## src/rtl/l1i_mau_pkg.sv

```systemverilog
// Shared L1 definitions: default geometry, miss-unit FSM states and the
// beat geometry helpers used by the fill path.
package l1i_mau_pkg;

    localparam int unsigned L1_ADDR_W = 32;
    localparam int unsigned L1_LINE_W = 128;
    localparam int unsigned L1_BUS_W  = 32;

    typedef enum logic [1:0] {
        IDLE = 2'd0,
        REQ  = 2'd1,
        WAIT = 2'd2,
        DONE = 2'd3
    } mau_state_t;

    // Number of bus beats making up one cache line.
    function automatic int unsigned l1_nbeat(input int unsigned line_w, input int unsigned bus_w);
        return line_w / bus_w;
    endfunction

    // Byte distance between consecutive beat addresses.
    function automatic int unsigned l1_beat_stride(input int unsigned bus_w);
        return bus_w / 8;
    endfunction

endpackage

```

## src/rtl/l1i_mau_linebuf.sv

```systemverilog
// Line assembly buffer: one bus word written per beat, whole line read out.
module l1i_mau_linebuf
    import l1i_mau_pkg::*;
#(
    parameter  int unsigned LINE_W = L1_LINE_W,
    parameter  int unsigned BUS_W  = L1_BUS_W,
    localparam int unsigned NBEAT  = l1_nbeat(LINE_W, BUS_W),
    localparam int unsigned BEAT_W = $clog2(NBEAT)
) (
    input  logic              clk,
    input  logic              we,
    input  logic [BEAT_W-1:0] wbeat,
    input  logic [BUS_W-1:0]  wdata,
    output logic [LINE_W-1:0] rdata
);

    // Datapath storage, deliberately not reset.
    logic [BUS_W-1:0] word_mem [NBEAT];

    always_ff @(posedge clk) begin
        if (we) begin
            word_mem[wbeat] <= wdata;
        end
    end

    for (genvar gi = 0; gi < NBEAT; gi++) begin : g_pack
        assign rdata[gi*BUS_W +: BUS_W] = word_mem[gi];
    end

endmodule

```

## src/rtl/l1i_mau.sv

```systemverilog
// L1I miss access unit: fetches one cache line as NBEAT single-outstanding
// bus reads and hands the assembled line back with a one-cycle ack.
module l1i_mau
    import l1i_mau_pkg::*;
#(
    parameter int unsigned ADDR_W = L1_ADDR_W,
    parameter int unsigned LINE_W = L1_LINE_W,
    parameter int unsigned BUS_W  = L1_BUS_W
) (
    input  logic              clk,
    input  logic              rst,
    input  logic              mau_req_val,
    input  logic [ADDR_W-1:0] mau_req_addr,
    output logic              mau_req_ack,
    output logic [LINE_W-1:0] mau_ack_data,
    output logic              mem_req_val,
    output logic [ADDR_W-1:0] mem_req_addr,
    input  logic              mem_req_ack,
    input  logic              mem_rsp_val,
    input  logic [BUS_W-1:0]  mem_rsp_data
);

    localparam int unsigned       NBEAT      = l1_nbeat(LINE_W, BUS_W);
    localparam int unsigned       STRIDE     = l1_beat_stride(BUS_W);
    localparam int unsigned       BEAT_W     = $clog2(NBEAT);
    localparam int unsigned       LINE_BYTES = LINE_W / 8;
    localparam logic [BEAT_W-1:0] LAST_BEAT  = BEAT_W'(NBEAT - 1);
    localparam logic [ADDR_W-1:0] OFF_MASK   = ADDR_W'(LINE_BYTES - 1);

    mau_state_t        state_reg;
    mau_state_t        state_next;
    logic [ADDR_W-1:0] base_reg;
    logic [BEAT_W-1:0] beat_reg;
    logic              hold_reg;
    logic              fill_start;
    logic              beat_we;

    // hold_reg masks the request during the IDLE cycle right after DONE,
    // since L1I only drops mau_req_val once it has seen the ack.
    assign fill_start = (state_reg == IDLE) && mau_req_val && !hold_reg;

    always_ff @(posedge clk or posedge rst) begin
        if (rst) begin
            state_reg <= IDLE;
        end else begin
            state_reg <= state_next;
        end
    end

    always_comb begin
        state_next = state_reg;
        case (state_reg)
            IDLE:    if (fill_start)  state_next = REQ;
            REQ:     if (mem_req_ack) state_next = WAIT;
            WAIT:    if (mem_rsp_val) state_next = (beat_reg == LAST_BEAT) ? DONE : REQ;
            DONE:    state_next = IDLE;
            default: state_next = IDLE;
        endcase
    end

    always_comb begin
        mem_req_val = 1'b0;
        mau_req_ack = 1'b0;
        beat_we     = 1'b0;
        case (state_reg)
            REQ:     mem_req_val = 1'b1;
            WAIT:    beat_we     = mem_rsp_val;
            DONE:    mau_req_ack = 1'b1;
            default: ;
        endcase
    end

    always_ff @(posedge clk or posedge rst) begin
        if (rst) begin
            base_reg <= '0;
            beat_reg <= '0;
            hold_reg <= 1'b0;
        end else begin
            hold_reg <= (state_reg == DONE);
            if (fill_start) begin
                base_reg <= mau_req_addr & ~OFF_MASK;
                beat_reg <= '0;
            end else if (beat_we && (beat_reg != LAST_BEAT)) begin
                beat_reg <= beat_reg + BEAT_W'(1);
            end
        end
    end

    // Base offset bits are zero, so the beat offset never carries into the tag.
    assign mem_req_addr = base_reg + (ADDR_W'(beat_reg) * ADDR_W'(STRIDE));

    l1i_mau_linebuf #(
        .LINE_W (LINE_W),
        .BUS_W  (BUS_W)
    ) u_linebuf (
        .clk   (clk),
        .we    (beat_we),
        .wbeat (beat_reg),
        .wdata (mem_rsp_data),
        .rdata (mau_ack_data)
    );

endmodule

```

## config.mk

```make
export PLATFORM = sky130hd
export DESIGN_NAME = l1i_mau
export DESIGN_NICKNAME = d
export VERILOG_FILES = /design/src/rtl/l1i_mau_pkg.sv /design/src/rtl/l1i_mau_linebuf.sv /design/src/rtl/l1i_mau.sv
export SDC_FILE = /design/constraint.sdc
export NUM_CORES = 1
export LEC_CHECK = 0
export ABC_AREA = 1
export BUFFER_PORTS_ARGS = -buffer_cell sky130_fd_sc_hd__buf_2
export CAP_MARGIN = 40
export CORE_ASPECT_RATIO = 1.2
export CORE_MARGIN = 2
export CORE_UTILIZATION = 45
export DETAILED_ROUTE_END_ITERATION = 8
export GPL_TIMING_DRIVEN = 0
export MAX_ROUTING_LAYER = met4
export PLACE_DENSITY = 0.79
export REMOVE_ABC_BUFFERS = 1
export SYNTH_ARGS = -nofsm -noshare
export SYNTH_HDL_FRONTEND = slang
export SYNTH_SLANG_ARGS = --single-unit
```

## constraint.sdc

```tcl
create_clock -name clk -period 4.66 [get_ports clk]
set_clock_uncertainty 0.2 [all_clocks]
set_input_delay 0.466 -clock clk [delete_from_list [all_inputs] [get_ports clk]]
set_output_delay 0.466 -clock clk [all_outputs]
set_load 0.02 [all_outputs]
```

==> results of run 1 <==
## report_power, final
part	switching, mW	internal, mW
logic	0.549	0.267
registers	0.0946	1.74
clock network	0.599	0.771
total	1.24	2.78
## worst max path at each step
stage / end / slack, ns / cells past startpoint
2_1_floorplan: u_linebuf.word_mem[3][0]$_DFFE_PP_ / 1.88 / 3
3_3_place_gp: u_linebuf.word_mem[3][5]$_DFFE_PP_ / 1.00 / 3
3_5_place_dp: u_linebuf.word_mem[3][5]$_DFFE_PP_ / 2.51 / 4
4_1_cts: u_linebuf.word_mem[3][18]$_DFFE_PP_ / 2.53 / 4
5_1_grt: u_linebuf.word_mem[3][18]$_DFFE_PP_ / 2.44 / 4
6_report: u_linebuf.word_mem[3][3]$_DFFE_PP_ / 2.54 / 4
## cells in the mapped netlist
cell type / number
buf_4: 2
ha_1: 4
dfrtp_1: 33
nor2_2: 1
nand3b_1: 1
nand2_1: 37
nand3_2: 2
nor2_1: 5
conb_1: 1
nand4_1: 2
nand3_1: 5
o21ai_2: 28
inv_1: 41
nand3_4: 1
edfxtp_1: 128
buf_6: 6
## stage by stage
| step | utilization (%) | hold WS, ns | setup WS [ns] | instances |
|---|---|---|---|---|
| global route | 62.5 | 0.0573 | 2.44 | 718 |
| global placement | 56.0 | 0.262 | 1.00 | 675 |
| finish | 62.5 | 0.0744 | 2.54 | 718 |
| detailed placement | 57.2 | 0.269 | 2.51 | 680 |
| CTS | 62.4 | 0.0510 | 2.53 | 713 |
| floorplan | - | 0.365 | 1.88 | 290 |
## cell type report
class	count	area share [%]
inverter	41	2.06
antenna	5	0.168
clock inverter	15	2.43
clock buffer	17	5.70
sequential	161	62.6
timing repair buffer	230	16.6
tap	161	2.70
multi-input combinational	88	7.76
## logic make-up after synthesis
group	after synthesis	share of synthesized area, %
fa+ha+maj	4	0.918
compound gates	28	4.50
flops	161	85.7
simple gates	54	4.52
buf+inv	49	4.34
other cells	1	0.0688
## worst max-delay path: stages (launching register included)
cell,delay [ns]
dfrtp_1,0.42
inv_1,0.12
nand3_1,0.36
nor2_4,0.46
buf_12,0.24
## routing by layer
metal | wire, um | part of all wire, % | GRT usage [%]
met2 | 5360 | 49 | 28.4
met5 | 0 | 0 | -
met1 | 4150 | 38 | 20.4
met3 | 1190 | 11 | 7.17
met4 | 144 | 1.3 | 5.72
==> impl_metrics.csv, run 1 <==
group,metric,value,unit
run_status,outcome,"completed",
clocking,post_cts_buffers,0,
finish,area_delta_synth_final,36.9,%
clocking,cts.sinks,161,
critical_path,end_kind,"flop",
critical_path,path_max_fanout,23,
placement,dpl.hpwl,7880,um
finish,nets,612,
global_route,grt-ovfl-total,0,
placement,place.gp.congestion,0.761,
critical_path,worstSetupPathType,"flop to flop",
job,cap_viol_max_count,0,
clocking,clk_pin_slew,0.06,ns
finish,largest_register_ffs,128,
floorplanning,ios,231,
critical_path,reg2reg_to,"u_linebuf.word_mem[3][3]$_DFFE_PP_",
clocking,root_buffer,"clkbuf_16",
min_path,hold_path_depth,1,
synth,synthDistinctLibCells,16,
floorplanning,die_x,104,um
critical_path,crit_required,4.57,ns
global_route,grt_max_degree,61,
detailed_routing,vias,3243,
finish,layout_commonest_cell,"buf_2",
clocking,post_cts_resized,0,
clocking,htreeDepth,4,
critical_path,start_kind,"flop",
clocking,cts_inserted_buffers,17,
min_path,min-delay-start,"mem_rsp_data[3]",
timing,slew_headroom,46.2,%
global_route,grt_pass1_vias,3279,
synth,synth_area,0.00545,mm^2
timing,setup_viol,0,
detailed_routing,routed_wl,10800,um
global_route,antenna_found_initial,5,
clocking,cts_tree,"yes",
clocking,cts_buffer_depth,2,
detailed_routing,route.detailed.drc,0,
timing,min_period_over_period,45.6,%
critical_path,crit_path_start,"state_reg[0]$_DFFE_PP0P_",
finish,seqCellArea,0.00467,mm^2
detailed_routing,routedWlPerCell,15.1,um
clocking,holdBufCountCts,1,
global_route,grt_use_total,17.7,%
synth,synth.avg_cell_area,18.4,um^2
timing,finalHoldViolations,0,
finish,drive_gt1_share,53.8,%
clocking,clkLatencyLatePin,0.40,ns
floorplanning,die_h,125,um
placement,postPlaceCellArea,0.00683,mm^2
synth,yosys.area.top_type,"edfxtp_1",
finish,layout_common_cells,"224 x buf_2, 128 x edfxtp_1, 41 x inv_1",
timing,maxSlewViolCount,0,
timing,rsz0062_at_grt,"false",
min_path,holdPathEnd,"u_linebuf.word_mem[1][3]$_DFFE_PP_",
critical_path,critical_path_arrival,2.03,ns
min_path,min_path_type,"input port to flop",
critical_path,ff2ff_path_depth,4,
floorplanning,dieArea,0.0130,mm^2
timing,fmax,0.471,GHz
finish,post-route-cell-area,0.00746,mm^2
pwr,ir_worst_vdd,0.000331,V
pwr,powerDensity,539,mW/mm^2
synth,yosysWarnings,0,
pwr,leakage,3.26,nW
global_route,grt_pass1_wl,17100,um
synth,ys_seq_elements,161,
synth,ys_seq_area_share,85.7,%
critical_path,r2r_slack,2.54,ns
timing,tightestPinTransition,0.807,ns
floorplanning,core,0.0119,mm^2
detailed_routing,ant_nets,0,
floorplanning,start_util,45.6,%
synth,synth_top_area_share,70.5,%
synth,ys_top_cells_by_area,"edfxtp_1 71%, dfrtp_1 15%, o21ai_2 4.5%, inv_1 2.8%, nand2_1 2.5%",
floorplanning,rows,44,
timing,period_minus_slack,2.12,ns
timing,setup_tns,0,ns
synth,synth_cells,297,
finish,filler_cell_count,841,
finish,multiInputGateArea,579,um^2
pwr,power,4.03,mW
placement,port_buffers,224,
critical_path,reg2reg_from,"state_reg[0]$_DFFE_PP0P_",
detailed_routing,dr.first_iter.drc_count,166,
detailed_routing,drt_pass1_iterations,4,
detailed_routing,via_per_inst,4.52,
No activity file was read; power rests on OpenSTA's default activity.
==> run 2: changes to the inputs <==
Clock period 4.66 ns to 2 ns, I/O delays scaled along.
==> impl_metrics.csv, run 2 (synthesized netlist as in run 1, its figures left out) <==
group,metric,value,unit
run_status,outcome,"completed",
timing,setup_viol,0,
critical_path,path_max_fanout,7,
clocking,clk_pin_slew,0.07,ns
pwr,swShare,31.5,%
detailed_routing,dr.first_iter.drc_count,217,
global_route,grt_pass1_wl,19400,um
finish,layout_commonest_cell,"buf_2",
critical_path,cp_top_family,"simple AND/OR/NAND/NOR gates",
pwr,p_comb_share,21.7,%
critical_path,critical_path_arrival,1.99,ns
pwr,switchingPower,3.03,mW
floorplanning,ios,231,
placement,port_buffers,224,
detailed_routing,route.detailed.drc,0,
timing,tightestPinTransition,0.632,ns
finish,layout_common_cells,"224 x buf_2, 128 x edfxtp_1, 64 x dlygate4sd3_1",
floorplanning,dieArea,0.0130,mm^2
critical_path,crit_required,2.09,ns
critical_path,critical_path_buf_inv_count,1,
detailed_routing,via_per_inst,4.61,
detailed_routing,vias,3604,
timing,min_period_over_period,95.2,%
critical_path,timing.critical_path.slowest_stage_cell,"dlygate4sd3_1",
global_route,antenna_found_initial,4,
pwr,ir_worst_vdd,0.000741,V
floorplanning,rows,44,
floorplanning,start_util,45.6,%
clocking,root_buffer,"clkbuf_16",
pwr,p_seq_share,44.8,%
finish,fin_cells,782,
critical_path,path_cells,"nor2_2 > nand2_1 > nand4_1 > nand2_1 > dlygate4sd3_1",
timing,slew_headroom,57.8,%
timing,maxSlewViolCount,0,
detailed_routing,ant_nets,0,
timing,finalHoldViolations,0,
floorplanning,die_x,104,um
placement,place.gp.congestion,0.761,
floorplanning,core,0.0119,mm^2
timing,holdWs,0.186,ns
timing,rsz0062_at_grt,"false",
job,cap_viol_max_count,0,
global_route,grt_max_degree,61,
clocking,htreeDepth,4,
global_route,grt_use_total,20.2,%
pwr,power_frac_clock,33.5,%
floorplanning,die_h,125,um
detailed_routing,routedWlPerCell,16.5,um
detailed_routing,routed_wl,12900,um
critical_path,cpPeakStageDelay,0.55,ns
clocking,cts.sinks,161,
clocking,clkLatencyLatePin,0.40,ns
pwr,p_int,6.58,mW
placement,dpl.hpwl,7880,um
timing,period_minus_slack,1.90,ns
pwr,leakage,3.53,nW
critical_path,path_common_cell,"nand2_1",
critical_path,worstSetupPathType,"flop to flop",
finish,drive_gt1_share,48.6,%
critical_path,start_kind,"flop",
pwr,power,9.61,mW
clocking,cts_buffer_depth,2,
detailed_routing,drt_pass1_iterations,5,
finish,largest_register_ffs,128,
critical_path,end_kind,"flop",
clocking,cts_tree,"yes",
global_route,grt_pass1_vias,3614,
global_route,grt-ovfl-total,0,
clocking,cts_inserted_buffers,17,
finish,nets,677,
min_path,min_path_type,"input port to flop",
placement,dp_cells,680,
timing,fmax,0.525,GHz
pwr,powerDensity,1180,mW/mm^2
finish,area_delta_synth_final,49.0,%
-- run 2: worst paths after layout --
kind	slack (ns)	cells past startpoint	to	from
hold / removal	0.19	3	base_reg[29]$_DFFE_PP0P_	mau_req_val
setup / recovery	0.1	5	state_reg[1]$_DFFE_PP0P_	state_reg[1]$_DFFE_PP0P_
hold reg to reg	0.28	2	base_reg[17]$_DFFE_PP0P_	base_reg[17]$_DFFE_PP0P_
max in group asynchronous	0.83	4	base_reg[17]$_DFFE_PP0P_	rst
min in group asynchronous	0.25	3	base_reg[6]$_DFFE_PP0P_	rst
setup reg to reg	0.1	5	state_reg[1]$_DFFE_PP0P_	state_reg[1]$_DFFE_PP0P_
-- run 2: stage by stage --
step,cell area (um^2),setup WS (ns),setup TNS [ns],util (%)
CTS,8090,-0.00513,-0.00513,67.7
global route,8120,0.00198,0,68.0
floorplan,5370,-0.778,-97.98,-
global placement,6700,-1.61,-199.43,56.0
detailed placement,6830,-0.120,-3.48,57.2
finish,8120,0.0957,0,68.0
-- run 2: power groups by stage --
stage / Combinational (mW) / Sequential [mW] / Clock, mW
3_5_place_dp: 1.93 / 4.34 / 0
2_1_floorplan: 0.731 / 4.82 / 0
3_3_place_gp: 1.80 / 4.34 / 0
6_report: 2.09 / 4.30 / 3.22
5_1_grt: 2.27 / 4.35 / 3.42
4_1_cts: 2.04 / 4.29 / 3.27
-- run 2: repair_timing --
item | CTS | global route
pin swaps | 1 | 0
hold buffers | 64 | 0
hold endpoints to repair | 172 | 0
gates resized for setup | 1 | 1
endpoints found under the setup margin | 107 | 30
cloned | 0 | 1
setup buffers | 1 | 0
-- run 2: routing by layer --
| metal | global-route usage, % | part of all wire [%] |
|---|---|---|
| met5 | - | 0 |
| met4 | 6.04 | 1.5 |
| met3 | 6.02 | 8.2 |
| met2 | 33.6 | 52 |
| met1 | 24.0 | 39 |
-- run 2: worst min-delay path: cells and delay by family --
family,cells,cell delay (ns)
simple gates,1,0.32
buf+inv,1,0.15
compound gates,1,0.07
-- run 2: layout make-up --
class,instances,area (um^2)
antenna,4,10.0
clock buffer,17,425
clock inverter,15,181
fill,760,3830
inverter,41,154
multi-input combinational,89,602
sequential,161,4670
tap,161,201
timing repair buffer,294,1880
==> run 3: changes to the inputs <==
Settings changed: CELL_PAD_IN_SITES_DETAIL_PLACEMENT set to 0, CELL_PAD_IN_SITES_GLOBAL_PLACEMENT set to 1, CORE_UTILIZATION 45 to 38, PLACE_DENSITY 0.79 to 0.82.
==> impl_metrics.csv, run 3 (synthesized netlist as in run 1, its figures left out) <==
group,metric,value,unit
critical_path,crit_required,1.91,ns
timing,finalHoldViolations,0,
detailed_routing,routedWlPerCell,17.1,um
finish,fin_cells,793,
critical_path,cpPeakStageDelay,0.43,ns
timing,setup_viol,0,
critical_path,path_max_fanout,27,
timing,layout_setup_ws,0.137,ns
floorplanning,die_x,113,um
floorplanning,dieArea,0.0153,mm^2
finish,largest_register_ffs,128,
critical_path,reg2reg_from,"state_reg[0]$_DFFE_PP0P_",
critical_path,cp_top_family,"simple AND/OR/NAND/NOR gates",
clocking,root_buffer,"clkbuf_16",
finish,drive_gt1_share,49.0,%
pwr,ir_worst_vdd,0.000616,V
global_route,grt-ovfl-total,0,
detailed_routing,ant_nets,0,
critical_path,crit_path_start,"state_reg[0]$_DFFE_PP0P_",
detailed_routing,route.detailed.drc,0,
timing,maxSlewViolCount,0,
finish,nets,680,
global_route,grt_max_degree,31,
critical_path,reg2reg_to,"u_linebuf.word_mem[2][30]$_DFFE_PP_",
critical_path,crit_path_end,"u_linebuf.word_mem[2][30]$_DFFE_PP_",
critical_path,timing.critical_path.slowest_stage_cell,"dfrtp_1",
global_route,grt_pass1_wl,20300,um
global_route,grt_use_total,18.3,%
placement,pre_cts_slack,-0.227,ns
detailed_routing,via_per_inst,4.53,
pwr,leakage,3.52,nW
detailed_routing,vias,3593,
pwr,powerDensity,1160,mW/mm^2
timing,rsz0062_at_grt,"false",
placement,dpl.hpwl,8900,um
timing,slew_headroom,62.0,%
critical_path,path_cells,"inv_1 > nand3_2 > nor2_4 > buf_12",
floorplanning,core,0.0139,mm^2
timing,fmax,0.537,GHz
floorplanning,start_util,39.1,%
floorplanning,die_h,135,um
global_route,antenna_found_initial,2,
critical_path,end_kind,"flop",
critical_path,ff2ff_path_depth,4,
timing,period_minus_slack,1.86,ns
clocking,clk_pin_slew,0.07,ns
timing,tightestPinTransition,0.569,ns
clocking,cts.sinks,161,
floorplanning,rows,47,
clocking,cts_inserted_buffers,17,
clocking,cts_tree,"yes",
critical_path,start_kind,"flop",
global_route,grt_pass1_vias,3724,
timing,min_period_over_period,93.1,%
clocking,htreeDepth,4,
min_path,min_path_type,"input port to flop",
run_status,outcome,"completed",
critical_path,path_depth,4,
timing,holdWs,0.0467,ns
placement,dp_cells,690,
finish,area_delta_synth_final,49.0,%
finish,layout_commonest_cell,"buf_2",
critical_path,worstSetupPathType,"flop to flop",
detailed_routing,routed_wl,13600,um
finish,layout_common_cells,"224 x buf_2, 128 x edfxtp_1, 63 x dlygate4sd3_1",
job,cap_viol_max_count,0,
floorplanning,ios,231,
detailed_routing,dr.first_iter.drc_count,191,
critical_path,r2r_slack,0.14,ns
clocking,cts_buffer_depth,2,
placement,place.gp.congestion,0.783,
detailed_routing,drt_pass1_iterations,4,
clocking,clkLatencyLatePin,0.42,ns
placement,port_buffers,224,
critical_path,critical_path_arrival,1.77,ns
critical_path,critical_path_buf_inv_count,2,
run 3: cell types whose count changed in the layout (fill, tap and decap cells not counted), sizes merged:
cell	delta
buf	+3
bufinv	-1
clkinv	-1
clkinvlp	+2
diode	-2
dlygate4sd3	-1
nand3	+1
run 3: how the worst min path moves through the flow:
stage / start / cells past startpoint / endpoint / slack (ns)
5_1_grt: mau_req_val / 5 / state_reg[1]$_DFFE_PP0P_ / 0.04
2_1_floorplan: mem_rsp_data[0] / 0 / u_linebuf.word_mem[0][0]$_DFFE_PP_ / 0.1
3_3_place_gp: mem_rsp_data[5] / 1 / u_linebuf.word_mem[1][5]$_DFFE_PP_ / 0.21
6_report: mau_req_val / 5 / state_reg[1]$_DFFE_PP0P_ / 0.05
4_1_cts: mau_req_val / 5 / state_reg[1]$_DFFE_PP0P_ / 0.006
3_5_place_dp: rst / 2 / base_reg[26]$_DFFE_PP0P_ / 0.07
run 3: repair_timing:
action | in CTS | in global routing
pin swaps | 4 | 1
cloned | 1 | 1
setup endpoints to repair | 108 | 1
resized for setup | 2 | 1
hold buffers | 63 | 0
buffers inserted | 4 | 0
endpoints found under the hold margin | 176 | 0
run 3: per-stage QoR:
| stage | TNS [ns] | instance area, um^2 | utilization (%) | power, mW |
|---|---|---|---|---|
| floorplan | -97.98 | 5370 | - | 5.55 |
| global placement | -210.35 | 6710 | 48.1 | 6.17 |
| detailed placement | -12.39 | 6850 | 49.2 | 6.29 |
| CTS | 0 | 8100 | 58.1 | 9.47 |
| global route | 0 | 8120 | 58.3 | 9.87 |
| finish | 0 | 8120 | 58.3 | 9.43 |
run 3: worst register-to-register path, cell delays in order (launching register included):
cell	delay, ns
dfrtp_1	0.43
inv_1	0.13
nand3_2	0.24
nor2_4	0.29
buf_12	0.24
run 3: metal layers:
| layer | vias to the layer above | global-route usage [%] | share of wire (%) |
|---|---|---|---|
| met5 | - | - | 0 |
| met4 | 0 | 5.28 | 1.1 |
| met3 | 16 | 6.49 | 8.0 |
| met2 | 198 | 29.6 | 50 |
| met1 | 1712 | 21.7 | 41 |
| li1 | 1667 | - | - |
run 3: final cells by class:
type                       instances  area, um^2
fill                            1037        5820
sequential                       161        4670
timing repair buffer             296        1910
multi-input combinational         90         619
clock buffer                      17         425
tap                              171         214
inverter                          41         154
clock inverter                    15         124
antenna                            2        5.00
run 3: power breakdown:
| group | internal (mW) | switching (mW) | total [mW] |
|---|---|---|---|
| clock network | 1.63 | 1.40 | 3.02 |
| registers | 4.06 | 0.226 | 4.29 |
| logic | 0.725 | 1.39 | 2.11 |
